===== src/rtl/regfile_pkg.sv =====
// Shared register-file constants and the writeback grant encoding.
package regfile_pkg;

  localparam int unsigned DATA_W = 32;
  localparam int unsigned ADDR_W = 5;

  localparam logic [ADDR_W-1:0] REG_ZERO = '0;

  typedef enum logic {
    GRANT_A = 1'b0,
    GRANT_B = 1'b1
  } grant_e;

endpackage


===== src/rtl/rr_arb2.sv =====
// Two-way writeback arbiter: round-robin on last grant, or fixed priority to A.
module rr_arb2
  import regfile_pkg::*;
#(
  parameter bit PrioFixed = 1'b0
) (
  input  logic clk,
  input  logic rst_n,
  input  logic req_a_i,
  input  logic req_b_i,
  output logic gnt_a_o,
  output logic gnt_b_o
);

  grant_e last_q, last_d;

  always_comb begin
    gnt_a_o = 1'b0;
    gnt_b_o = 1'b0;
    if (req_a_i && req_b_i) begin
      if (PrioFixed || (last_q == GRANT_B)) begin
        gnt_a_o = 1'b1;
      end else begin
        gnt_b_o = 1'b1;
      end
    end else begin
      gnt_a_o = req_a_i;
      gnt_b_o = req_b_i;
    end
  end

  // Grants only assert alongside their request, so every grant is a handshake.
  always_comb begin
    last_d = last_q;
    if (gnt_a_o) begin
      last_d = GRANT_A;
    end else if (gnt_b_o) begin
      last_d = GRANT_B;
    end
  end

  always_ff @(posedge clk or negedge rst_n) begin
    if (!rst_n) begin
      last_q <= GRANT_B;
    end else begin
      last_q <= last_d;
    end
  end

endmodule


===== src/rtl/reg_wr_arbiter.sv =====
// Shares the register-file write port between ALU (A) and load (B) writeback.
// Optional RF_BYPASS_EN adds combinational read forwarding from the output stage.
module reg_wr_arbiter #(
  parameter int unsigned DATA_W     = regfile_pkg::DATA_W,
  parameter int unsigned ADDR_W     = regfile_pkg::ADDR_W,
  parameter int unsigned PRIO_FIXED = 0,
  parameter int unsigned CNT_W      = 8
) (
  input  logic              clk,
  input  logic              rst_n,
  input  logic              a_valid,
  input  logic [ADDR_W-1:0] a_addr,
  input  logic [DATA_W-1:0] a_data,
  output logic              a_ready,
  input  logic              b_valid,
  input  logic [ADDR_W-1:0] b_addr,
  input  logic [DATA_W-1:0] b_data,
  output logic              b_ready,
  output logic              rf_we3,
  output logic [ADDR_W-1:0] rf_wa3,
  output logic [DATA_W-1:0] rf_wd3,
  output logic              busy,
`ifdef RF_BYPASS_EN
  input  logic [ADDR_W-1:0] ra1,
  input  logic [ADDR_W-1:0] ra2,
  input  logic [DATA_W-1:0] rf_rd1,
  input  logic [DATA_W-1:0] rf_rd2,
  output logic [DATA_W-1:0] rd1,
  output logic [DATA_W-1:0] rd2,
`endif
  output logic [CNT_W-1:0]  stall_cnt
);
  import regfile_pkg::*;

  logic              we_q, we_d;
  logic              busy_q, busy_d;
  logic [ADDR_W-1:0] wa_q, wa_d;
  logic [DATA_W-1:0] wd_q, wd_d;
  logic [CNT_W-1:0]  cnt_q, cnt_d;
  logic              stall;

  rr_arb2 #(
    .PrioFixed (PRIO_FIXED != 0)
  ) u_arb (
    .clk     (clk),
    .rst_n   (rst_n),
    .req_a_i (a_valid),
    .req_b_i (b_valid),
    .gnt_a_o (a_ready),
    .gnt_b_o (b_ready)
  );

  // Address/data hold when idle; only the enable and busy flag fall back to zero.
  always_comb begin
    busy_d = 1'b0;
    wa_d   = wa_q;
    wd_d   = wd_q;
    if (a_ready) begin
      busy_d = 1'b1;
      wa_d   = a_addr;
      wd_d   = a_data;
    end else if (b_ready) begin
      busy_d = 1'b1;
      wa_d   = b_addr;
      wd_d   = b_data;
    end
    we_d = busy_d && (wa_d != ADDR_W'(REG_ZERO));
  end

  assign stall = (a_valid && !a_ready) || (b_valid && !b_ready);

  always_comb begin
    cnt_d = cnt_q;
    if (stall && (cnt_q != {CNT_W{1'b1}})) begin
      cnt_d = cnt_q + CNT_W'(1);
    end
  end

  always_ff @(posedge clk or negedge rst_n) begin
    if (!rst_n) begin
      we_q   <= 1'b0;
      busy_q <= 1'b0;
      wa_q   <= '0;
      wd_q   <= '0;
      cnt_q  <= '0;
    end else begin
      we_q   <= we_d;
      busy_q <= busy_d;
      wa_q   <= wa_d;
      wd_q   <= wd_d;
      cnt_q  <= cnt_d;
    end
  end

  assign rf_we3    = we_q;
  assign rf_wa3    = wa_q;
  assign rf_wd3    = wd_q;
  assign busy      = busy_q;
  assign stall_cnt = cnt_q;

`ifdef RF_BYPASS_EN
  // Covers the cycle between output-stage load and register-file commit.
  always_comb begin
    rd1 = rf_rd1;
    rd2 = rf_rd2;
    if (we_q && (wa_q == ra1)) begin
      rd1 = wd_q;
    end
    if (we_q && (wa_q == ra2)) begin
      rd2 = wd_q;
    end
  end
`endif

endmodule


===== config.mk =====
export PLATFORM = sky130hd
export DESIGN_NAME = reg_wr_arbiter
export DESIGN_NICKNAME = d
export VERILOG_FILES = /design/src/rtl/regfile_pkg.sv /design/src/rtl/rr_arb2.sv /design/src/rtl/reg_wr_arbiter.sv
export SDC_FILE = /design/constraint.sdc
export NUM_CORES = 1
export LEC_CHECK = 0
export ABC_AREA = 1
export BUFFER_PORTS_ARGS = -buffer_cell sky130_fd_sc_hd__clkbuf_2
export CORE_MARGIN = 2
export CORE_UTILIZATION = 41
export CTS_BUF_LIST = sky130_fd_sc_hd__clkbuf_4
export CTS_CLUSTER_DIAMETER = 30
export DETAILED_ROUTE_END_ITERATION = 12
export GPL_ROUTABILITY_DRIVEN = 0
export PLACE_DENSITY = 0.79
export SLEW_MARGIN = 0
export SYNTH_ARGS = -nofsm -noshare
export SYNTH_HDL_FRONTEND = slang
export SYNTH_HIERARCHICAL = 1
export SYNTH_SLANG_ARGS = --single-unit

===== constraint.sdc =====
create_clock -name clk -period 2.5 [get_ports clk]
set_clock_uncertainty 0.2 [all_clocks]
set_input_delay 0.375 -clock clk [delete_from_list [all_inputs] [get_ports clk]]
set_output_delay 0.375 -clock clk [all_outputs]
set_load 0.01 [all_outputs]

* Yosys cells after proc, flatten, opt, wreduce, memory -nomap -nowiden *
Cells that the tools add are included.

storage, ports and cells
  output and inout port bits = 49
  register bits = 48
  word-level logic and storage cells = 30
  input bits = 78

operators by class
  equal/unequal tests = 1
  add/subtract/negate cells = 1
  multiplexer cells = 12
  reduce and logical (&&, ||, !) cells = 10

operator list
  cell                                                            number
  32-bit 2-to-1 mux                                               2
  5-bit 2-to-1 mux                                                2
  8-bit by 1-bit adder with 8-bit output (second input constant)  1
  1-bit 2-to-1 mux                                                8
  8-bit inequality test (second input constant)                   1
  1-bit logical AND                                               5
  5-bit nonzero test                                              1
  1-bit zero test                                                 2
  2-bit nonzero test                                              1
  1-bit logical OR                                                1

* Logic depth before layout (Yosys ltp) *
Gate-level depths: netlist (run 1).

  depth in word-level cells = 6
  mapped depth = 11
  depth with buffers taken out = 10

* Modules after synthesis *
The synthesis (run 1) kept the hierarchy.

by module, submodules not included
  module          instances  area each (µm²)  seq. area each (µm²)  cells an instance
  reg_wr_arbiter  1          2183.3           1176.1                268
  rr_arb2         1          65.1             26.3                  11

* Worst setup path before layout (run 1) *
Ideal clock, no wire load.

  path type = input to register
  from = in b_valid
  to = reg cnt_q[7], in the netlist stall_cnt[7]
  setup slack = 0.777 ns
  data required time = 2.184 ns
  setup time = 0.116 ns
  arrival time = 1.407 ns
  buffers on the path = 1
  stages on the path = 10
  cells stage by stage = inv_1 > a21oi_1 > buf_2 > inv_2 > nand2_1 > nand2_1 > nand2_4 > inv_2 > nand2_1 > nand2_1

on the way
  cells in the longest elaborated chain, start to end = 6
  elaborated cells between the ends (all ways) = 9
  classes of those cells = mux (2); reduce/logical (7)

RTL lines
  what                   line                  RTL
  from (decl)            reg_wr_arbiter.sv:15  input logic b_valid,
  1-bit logical AND      rr_arb2.sv:20         if (req_a_i && req_b_i) begin
  1-bit 2-to-1 mux (*)   rr_arb2.sv:20
  named net b_ready      reg_wr_arbiter.sv:18  output logic b_ready,
  1-bit zero test (*)    reg_wr_arbiter.sv:70  assign stall = (a_valid && !a_ready) || (b_valid && !b_ready);
  1-bit logical AND (*)  reg_wr_arbiter.sv:70
  1-bit logical OR (*)   reg_wr_arbiter.sv:70
  1-bit logical AND (*)  reg_wr_arbiter.sv:74  if (stall && (cnt_q != {CNT_W{1'b1}})) begin
  to (signal assigned)   reg_wr_arbiter.sv:91  cnt_q <= cnt_d;
  to (decl)              reg_wr_arbiter.sv:39  logic [CNT_W-1:0] cnt_q, cnt_d;

The timed path passes the listed nets; every way through them passes the cells marked *.
A chain may end at the register's enable or synchronous reset.

* Worst setup path after layout (run 1) *
  from = reg u_arb.last_q
  to = out a_ready

on the way
  cells in the longest elaborated chain, start to end = 2

RTL lines
  what                    line                  RTL
  from (decl)             rr_arb2.sv:15         grant_e last_q, last_d;
  from (signal assigned)  rr_arb2.sv:46         last_q <= last_d;
  1-bit 2-to-1 mux        rr_arb2.sv:21         if (PrioFixed || (last_q == GRANT_B)) begin
  1-bit 2-to-1 mux        rr_arb2.sv:20
  to (decl)               reg_wr_arbiter.sv:14  output logic a_ready,

No other way between the ends.

==> flow_summary.toml, run 1 <==
[drt]
initialDrtViolationCount = 112
routed_wl_mm = 6.00
drc = 0
wire_per_inst_microns = 12.6
vias = 2327
firstDrtPassIters = 4
via_per_inst = 4.87
ant_nets = 0

[clocking]
htree_levels = 2
cts_inserted_buffers = 5
clk_pin_slew_ns = 0.13
cts_tree = "done"
root_buffer = "clkbuf_4"
cts_setup_buffers = 0
clock_latency_ns = 0.35
cts_hold_repair.buffers = 1
post_cts_resized = 0
cts_sinks = 48
cts.path.max_buffers = 2

[grt]
grt_pass1_wl_mm = 10.2
overflow = 0
grt_max_degree = 39
grt_pass1_vias = 2255
antenna_found_initial = 0
grt.total_usage_pct = 20.7

[power_and_ir_drop]
swShare_pct = 35.2
seq_power_share_pct = 50.1
p_sw_w = 0.000731
power_density_nw_per_um2 = 683
comb_power_share_pct = 32.9
clkPwrFrac_pct = 17.0
peakVddDrop_uv = 442
p_int_w = 0.00134
power_leakage_nw = 1.71

[sta]
min_period_ns = 2.16
min_period_over_period_pct = 86.5
report.final.slew_viol_count = 0
max-slew-margin-rel_pct = 57.6
rsz0062_at_grt = "no"
hold_viol = 0
finalSetupViolations = 0
tightest_slew_ns = 0.635
fmax_ghz = 0.463
whs_ns = 0.0236
setup-tns-final_ns = 0

[job]
maxCapViolCount = 0

[yosys]
netlist_instances = 279
yosysTopAreaCell = "dfrtp_1"
yosysWarningCount = 6
netlist_area_sq_um = 2250
syn_area_per_cell_sq_um = 8.06
netlist.area_leader.share_pct = 52.3
synth_cell_types = 22
synth-seq-cells = 48
mappedNetlistNets = 358
yosys-top-cells-area = "dfrtp_1, nand2_1, nand3_1"
yosysSeqAreaShare_pct = 53.5

[layout]
final_cell_mix = "clkbuf_2, nand2_1, nand3_1, dfrtp_1, inv_1"
final_common_cell = "clkbuf_2"
nNetsFinal = 486
diodes = 0
final_cells = 478
layout-drive-gt1-share_pct = 36.8
area_growth_pct = 35.1

[setup_path]
cp.arrival_ns = 1.59
end_kind = "primary output"
cp.required_ns = 1.92
cp-start-kind = "register"
path_class = "reg -> out"
path_max_fanout = 20
rr_worst_depth = 9

[die]
coreArea_sq_um = 5200
rows = 26
die_area_sq_um = 6090
die_w_microns = 78.1
die_y_microns = 78.1
ios = 127
initial_core_util_pct = 43.2

[place]
numPortBuffers = 126
dp_hpwl_mm = 4.62
place_inst = 469

[outcome]
outcome = "completed"

[hold_path]
min_path_type = "in -> reg"
whs_path_depth = 3
[path summary, 6_finish.rpt]
kind | slack, ns | from | end
worst max-delay path | 0.34 | u_arb/last_q | a_ready
worst min-delay path | 0.02 | b_valid | u_arb/last_q
worst max register to register | 0.53 | u_arb/last_q | rf_we3
worst min register to register | 0.30 | rf_wd3[2] | rf_wd3[2]
max in group asynchronous | 1.13 | rst_n | u_arb/last_q
min in group asynchronous | 0.34 | rst_n | busy
[cells by family (layout without fill, tap and decap cells)]
group / Yosys count / count (layout) / synth area share, %
AOI/OAI and AO/OA: 4 / 4 / 1.00
xor gates and xnor gates: 6 / 6 / 2.34
buffers and inverters: 29 / 158 / 5.62
and+or+nand+nor: 191 / 191 / 37.0
DFF: 48 / 48 / 53.5
adders and majority gates: 1 / 1 / 0.556
[sequential cells by signal, summed over array words and instances, names as in the netlist]
| register | cells |
|---|---|
| rf_wd3 | 32 |
| rf_wa3 | 5 |
| rf_we3 | 1 |
| u_arb/last_q | 1 |
| busy | 1 |
| stall_cnt | 8 |
[power groups by stage]
| stage | logic, W | clock network [W] | registers, W |
|---|---|---|---|
| 2_1_floorplan | 0.000306 | 0 | 0.00111 |
| 3_3_place_gp | 0.000668 | 0 | 0.00105 |
| 3_5_place_dp | 0.000691 | 0 | 0.00105 |
| 4_1_cts | 0.000692 | 0.000375 | 0.00104 |
| 5_1_grt | 0.000771 | 0.000403 | 0.00106 |
| 6_report | 0.000682 | 0.000354 | 0.00104 |
[metal layers]
layer / vias up / wire [microns] / global-route usage (%)
li1: 1155 / - / -
met1: 1080 / 2600 / 27.4
met2: 88 / 2980 / 35.3
met3: 4 / 383 / 4.14
met4: 0 / 43 / 4.91
met5: - / 0 / 0
[layout make-up]
class	instances	area, sq um
Timing Repair Buffer	136	708
Fill cell	515	2170
Clock inverter	1	3.75
Clock buffer	7	52.6
Inverter	14	52.6
Multi-Input combinational cell	202	931
Sequential cell	48	1200
Tap cell	70	87.6
[per-stage QoR]
stage	setup slack (ns)	total power (W)	area (sq um)	util, %
CTS	0.311	0.00211	3040	58.4
floorplan	0.777	0.00142	2250	-
detailed placement	0.423	0.00174	2970	57.1
global route	0.225	0.00223	3040	58.4
global placement	0.515	0.00172	2970	57.1
finish	0.338	0.00208	3040	58.4
[worst max-delay path, stage by stage, from the launching register on]
cell and delay [ns]:
dfstp_2 0.60, nand2_1 0.06, nand2_1 0.14, buf_4 0.27
clkbuf_2 0.17
[cells in the mapped netlist, drive strengths merged]
| cell type | number |
|---|---|
| nand2 | 107 |
| nand3 | 74 |
| dfrtp | 47 |
| inv | 14 |
| buf | 13 |
| nor2 | 6 |
| xor2 | 4 |
| nor3 | 3 |
| clkbuf | 2 |
| o21ai | 2 |
| xnor2 | 2 |
| a21oi | 1 |
| a22oi | 1 |
| dfstp | 1 |
| ha | 1 |
| nand3b | 1 |
(Power assumes the default switching activity.)
==> run 2: changes to the inputs <==
ABC_AREA = unset   (was 1)
BUFFER_PORTS_ARGS = unset   (was -buffer_cell sky130_fd_sc_hd__clkbuf_2)
CAP_MARGIN = 20   (was unset)
DONT_BUFFER_PORTS = 1   (was unset)
PLACE_DENSITY = 0.59   (was 0.79)
==> run 2 against run 1 <==
Net effect:
- count of clock-buffer cells in the layout unchanged
- total power down 8.1%
- synthesized area down 1.5%
- die area down 1.4%
- flip-flop and latch count unchanged
- critical path depth up 1
- worst setup slack worse by 0.043 ns
- non-clock buffer count down 90
- critical endpoint is now rf_we3
==> flow_summary.toml, run 2 <==
[job]
maxCapViolCount = 0

[grt]
grt.total_usage_pct = 17.0
grt_pass1_wl_mm = 8.04
grt_max_degree = 49
antenna_found_initial = 0
grt_pass1_vias = 1725
overflow = 0

[power_and_ir_drop]
swShare_pct = 33.5
peakVddDrop_uv = 341
p_int_w = 0.00127
p_sw_w = 0.000638
seq_power_share_pct = 60.9
clkPwrFrac_pct = 18.3
power_leakage_nw = 1.22
power_density_nw_per_um2 = 686
comb_power_share_pct = 20.8

[outcome]
outcome = "completed"

[setup_path]
cp.required_ns = 2.55
path_max_fanout = 13
rrSetupSlack_ns = 0.30
path_class = "reg -> reg"
cp.arrival_ns = 2.25
worstReg2RegStart = "u_arb/last_q"
cp-start-kind = "register"
r2r-end = "rf_we3"
end_kind = "register"
rr_worst_depth = 5

[die]
die_w_microns = 77.5
coreArea_sq_um = 5170
rows = 26
die_area_sq_um = 6010
ios = 127
initial_core_util_pct = 42.8
die_y_microns = 77.5

[layout]
area_growth_pct = 25.6
seq_area_sq_um = 1200
layout-drive-gt1-share_pct = 8.70
final_cell_mix = "dfrtp_1, nand2_1, dlygate4sd3_1, mux2i_1, o21ai_0"
nNetsFinal = 331
multi_input_area_sq_um = 960
finalInstanceArea_sq_um = 2780
fill_cells = 447
final_util_pct = 53.8
final_common_cell = "dfrtp_1"
diodes = 0
largest_register_ffs = 32

[drt]
via_per_inst = 5.17
wire_per_inst_microns = 15.7
vias = 1669
firstDrtPassIters = 3
ant_nets = 0
routed_wl_mm = 5.07
drc = 0
initialDrtViolationCount = 23

[place]
numPortBuffers = 0
dp_hpwl_mm = 3.29
postPlaceCellArea_sq_um = 2290

[clocking]
cts.path.max_buffers = 2
clk_pin_slew_ns = 0.13
post_cts_resized = 0
root_buffer = "clkbuf_4"
cts_tree = "done"
clock_latency_ns = 0.34
cts_inserted_buffers = 5
htree_levels = 2
cts_sinks = 48

[yosys]
yosysWarningCount = 6
netlist_instances = 211
synthAdderAreaFrac_pct = 0.565
yosysSeqAreaShare_pct = 54.3
syn_area_per_cell_sq_um = 10.5
synth_compound_area_share_pct = 10.0
yosysTopAreaCell = "dfrtp_1"
synth-seq-cells = 48
synth_most_common_cell = "dfrtp_1"
synthXorXnorAreaFrac_pct = 1.58
mappedNetlistNets = 290
synth_edf_count = 0
synth.cells.most_frequent = "dfrtp_1, nand2_1, mux2i_1"
netlist_area_sq_um = 2210
synth_top_family_by_area = "multiplexers"
netlist.area_leader.share_pct = 53.1
yosys.area_share.simple_pct = 11.9
synthMuxAreaShare_pct = 18.8
yosys-top-cells-area = "dfrtp_1, mux2i_1, o21ai_0"
synthArstFlopShare_pct = 100
synthFlopType = "dfrtp_1"
synth_cell_types = 26

[sta]
setup-tns-final_ns = 0
fmax_ghz = 0.454
min_period_ns = 2.20
min_period_over_period_pct = 88.2
finalSetupViolations = 0
report.final.slew_viol_count = 0
tightest_slew_ns = 0.485
max-slew-margin-rel_pct = 67.7
rsz0062_at_grt = "no"
hold_viol = 0

[hold_path]
min_path_type = "in -> reg"
hp-start = "b_data[20]"
holdPathEnd = "rf_wd3[20]"
whs_path_depth = 2
## run 2: cell types whose count changed after synthesis, sizes merged, moves of 2 or more
cell and delta:
nand3 -70, nand2 -65, mux2i +37, o21ai +36, inv -12, buf -8, clkbuf +5, mux2 +4
nand2b +2, nor2b +2, nor3 -2, or2 +2
## run 2: layout make-up
class | instances | area share, %
Timing Repair Buffer | 46 | 16.8
Clock inverter | 1 | 0.135
Tap cell | 70 | 3.15
Sequential cell | 48 | 43.2
Multi-Input combinational cell | 149 | 34.5
Inverter | 2 | 0.270
Clock buffer | 7 | 1.89
## run 2: through the flow
step,setup WS [ns],hold WS (ns),cells,total power [W]
2_1_floorplan,0.0991,-0.121,211,0.00141
3_3_place_gp,0.380,-0.119,273,0.00149
3_5_place_dp,0.311,-0.119,273,0.00150
4_1_cts,0.296,0.000675,322,0.00194
5_1_grt,0.224,0.000292,323,0.00205
6_report,0.296,0.0204,323,0.00191
## run 2: kinds of logic (layout without fill, tap and decap cells)
family	after synthesis	after routing
compound gates	41	41
xor+xnor	4	4
fa+ha+maj	1	1
buf+inv	14	56
flops	48	48
mux	41	41
simple gates	62	62
## run 2: power groups by stage
stage	combinational, W	sequential [W]	clock, W
2_1_floorplan	0.000275	0.00113	0
3_3_place_gp	0.000309	0.00118	0
3_5_place_dp	0.000323	0.00118	0
4_1_cts	0.000395	0.00117	0.000381
5_1_grt	0.000452	0.00119	0.000409
6_report	0.000396	0.00116	0.000349
## run 2: repair_timing
item | in CTS | in global routing
hold buffers | 41 | 1
endpoints found under the hold margin | 86 | 1
buffers inserted | 0 | 0
## run 2: how the worst max path moves through the flow
stage / start / endpoint
final: u_arb/last_q / rf_we3
after detailed placement: u_arb/last_q / rf_we3
after CTS: u_arb/last_q / rf_we3
after global placement: u_arb/last_q / rf_we3
after floorplan: b_valid / rf_we3
after global routing: u_arb/last_q / rf_we3
## run 2: worst max-delay path: stages, from the launching register on
cell and delay, ns:
dfstp_2 0.58, nand2b_1 0.13, and2_2 0.30, o21ai_0 0.16, or4_1 0.55, o21a_1 0.18
## run 2: layer usage
layer | up-vias | GRT usage [%] | share of wire (%)
met4 | 0 | 5.00 | 1.1
met5 | - | 0 | 0
li1 | 800 | - | -
met3 | 6 | 7.09 | 9.2
met1 | 782 | 20.2 | 42
met2 | 81 | 28.3 | 48
==> run 3: changes to the inputs <==
CORE_ASPECT_RATIO = 0.6   (was unset)
GPL_ROUTABILITY_DRIVEN = unset   (was 0)
==> run 3 against run 2 <==
Net effect:
- critical endpoint is now rf_wd3[27]
- total power rose by 1.3%
- count of clock-buffer cells in the layout did not move
- via count fell by 0.48%
- critical path type unchanged
==> flow_summary.toml, run 3 (synthesis gave the netlist of run 2 again) <==
[power_and_ir_drop]
power.total_w = 0.00193
power_leakage_nw = 1.24
seq_power_share_pct = 60.0
p_sw_w = 0.000651
swShare_pct = 33.7
power_density_nw_per_um2 = 684
p_int_w = 0.00128
clkPwrFrac_pct = 18.8
comb_power_share_pct = 21.2
peakVddDrop_uv = 307

[layout]
final_util_pct = 55.1
nNetsFinal = 336
layout-drive-gt1-share_pct = 9.30
fill_cells = 426
final_cell_mix = "dfrtp_1, dlygate4sd3_1, nand2_1, mux2i_1, o21ai_0"
largest_register_ffs = 32
area_growth_pct = 27.6
final_common_cell = "dfrtp_1"
diodes = 0

[outcome]
outcome = "completed"

[die]
die_area_sq_um = 6020
coreArea_sq_um = 5130
ios = 127
initial_core_util_pct = 43.2
die_w_microns = 98.9
die_y_microns = 60.9
rows = 20

[sta]
max-slew-margin-rel_pct = 70.2
tightest_slew_ns = 0.447
hold_viol = 0
whs_ns = 0.0213
finalSetupViolations = 0
report.final.slew_viol_count = 0
fmax_ghz = 0.419
setup-tns-final_ns = 0
rsz0062_at_grt = "no"
min_period_over_period_pct = 95.6
min_period_ns = 2.39

[drt]
vias = 1661
firstDrtPassIters = 4
drc = 0
ant_nets = 0
via_per_inst = 5.13
routed_wl_mm = 5.27
wire_per_inst_microns = 16.3
initialDrtViolationCount = 22

[clocking]
cts_sinks = 48
cts.path.max_buffers = 2
htree_levels = 2
cts_inserted_buffers = 5
root_buffer = "clkbuf_4"
post_cts_resized = 0
clk_pin_slew_ns = 0.14
cts_tree = "done"
clock_latency_ns = 0.35

[job]
maxCapViolCount = 0

[grt]
overflow = 0
grt_max_degree = 49
grt.total_usage_pct = 17.2
grt_pass1_wl_mm = 7.91
antenna_found_initial = 0
grt_pass1_vias = 1597

[setup_path]
path_max_fanout = 40
cp.arrival_ns = 2.44
path_class = "reg -> reg"
crit_buf_inv = 2
slowest_stage = "dfstp_2"
cp_top_family = "buffers and inverters"
cp-start-kind = "register"
slowest_delay_ns = 0.58
cp.required_ns = 2.55
path_cells = "nand2b_1 -> and2_2 -> buf_4 -> o21ai_0 -> dlygate4sd3_1"
end_kind = "register"

[place]
dp_hpwl_mm = 3.42
numPortBuffers = 0
gp_congestion = 0.719

[hold_path]
min_path_type = "in -> reg"
## run 3: cell types whose count changed in the layout (fill, tap and decap cells not counted), sizes merged
cell         delta
buf             +1
dlygate4sd3     +4
## run 3: final cells by class
type / count / area (sq um) / area share, %
tap: 66 / 82.6 / 2.92
multi-input combinational: 149 / 960 / 34.0
clock inverter: 1 / 5.00 / 0.177
clock buffer: 7 / 52.6 / 1.86
inverter: 2 / 7.51 / 0.266
timing repair buffer: 51 / 515 / 18.2
sequential: 48 / 1200 / 42.6
## run 3: what timing repair did
action | in CTS | in global routing
hold buffers | 43 | 3
endpoints found under the hold margin | 86 | 3
setup buffers | 0 | 0
endpoints found under the setup margin | 0 | 0
## run 3: through the flow
step	cell area, sq um	setup slack (ns)	cells
finish	2830	0.111	324
detailed placement	2290	0.232	270
floorplan	2210	0.0991	211
global placement	2290	0.355	270
global route	2830	0.0106	324
CTS	2800	0.168	321
## run 3: power by group through the flow
stage | clock [W] | combinational [W] | sequential [W]
2_1_floorplan | 0 | 0.000275 | 0.00113
3_3_place_gp | 0 | 0.000316 | 0.00118
3_5_place_dp | 0 | 0.000328 | 0.00117
4_1_cts | 0.000384 | 0.000406 | 0.00116
5_1_grt | 0.000420 | 0.000462 | 0.00118
6_report | 0.000364 | 0.000410 | 0.00116
## run 3: path summary, 6_finish.rpt
| path | from | endpoint | slack [ns] | depth (start not counted) |
|---|---|---|---|---|
| worst max-delay path | u_arb/last_q | rf_wd3[27] | 0.11 | 5 |
| worst min-delay path | b_data[24] | rf_wd3[24] | 0.02 | 2 |
| worst max register to register | u_arb/last_q | rf_wd3[27] | 0.11 | 5 |
| worst min register to register | stall_cnt[3] | stall_cnt[3] | 0.41 | 1 |
| max in group asynchronous | rst_n | u_arb/last_q | 1.52 | 2 |
| min in group asynchronous | rst_n | rf_wd3[3] | 0.29 | 2 |
## run 3: per-layer routing
layer	routed length (microns)	GRT usage (%)
met1	2380	22.3
met2	2370	27.5
met3	483	6.57
met4	40	5.28
met5	0	0
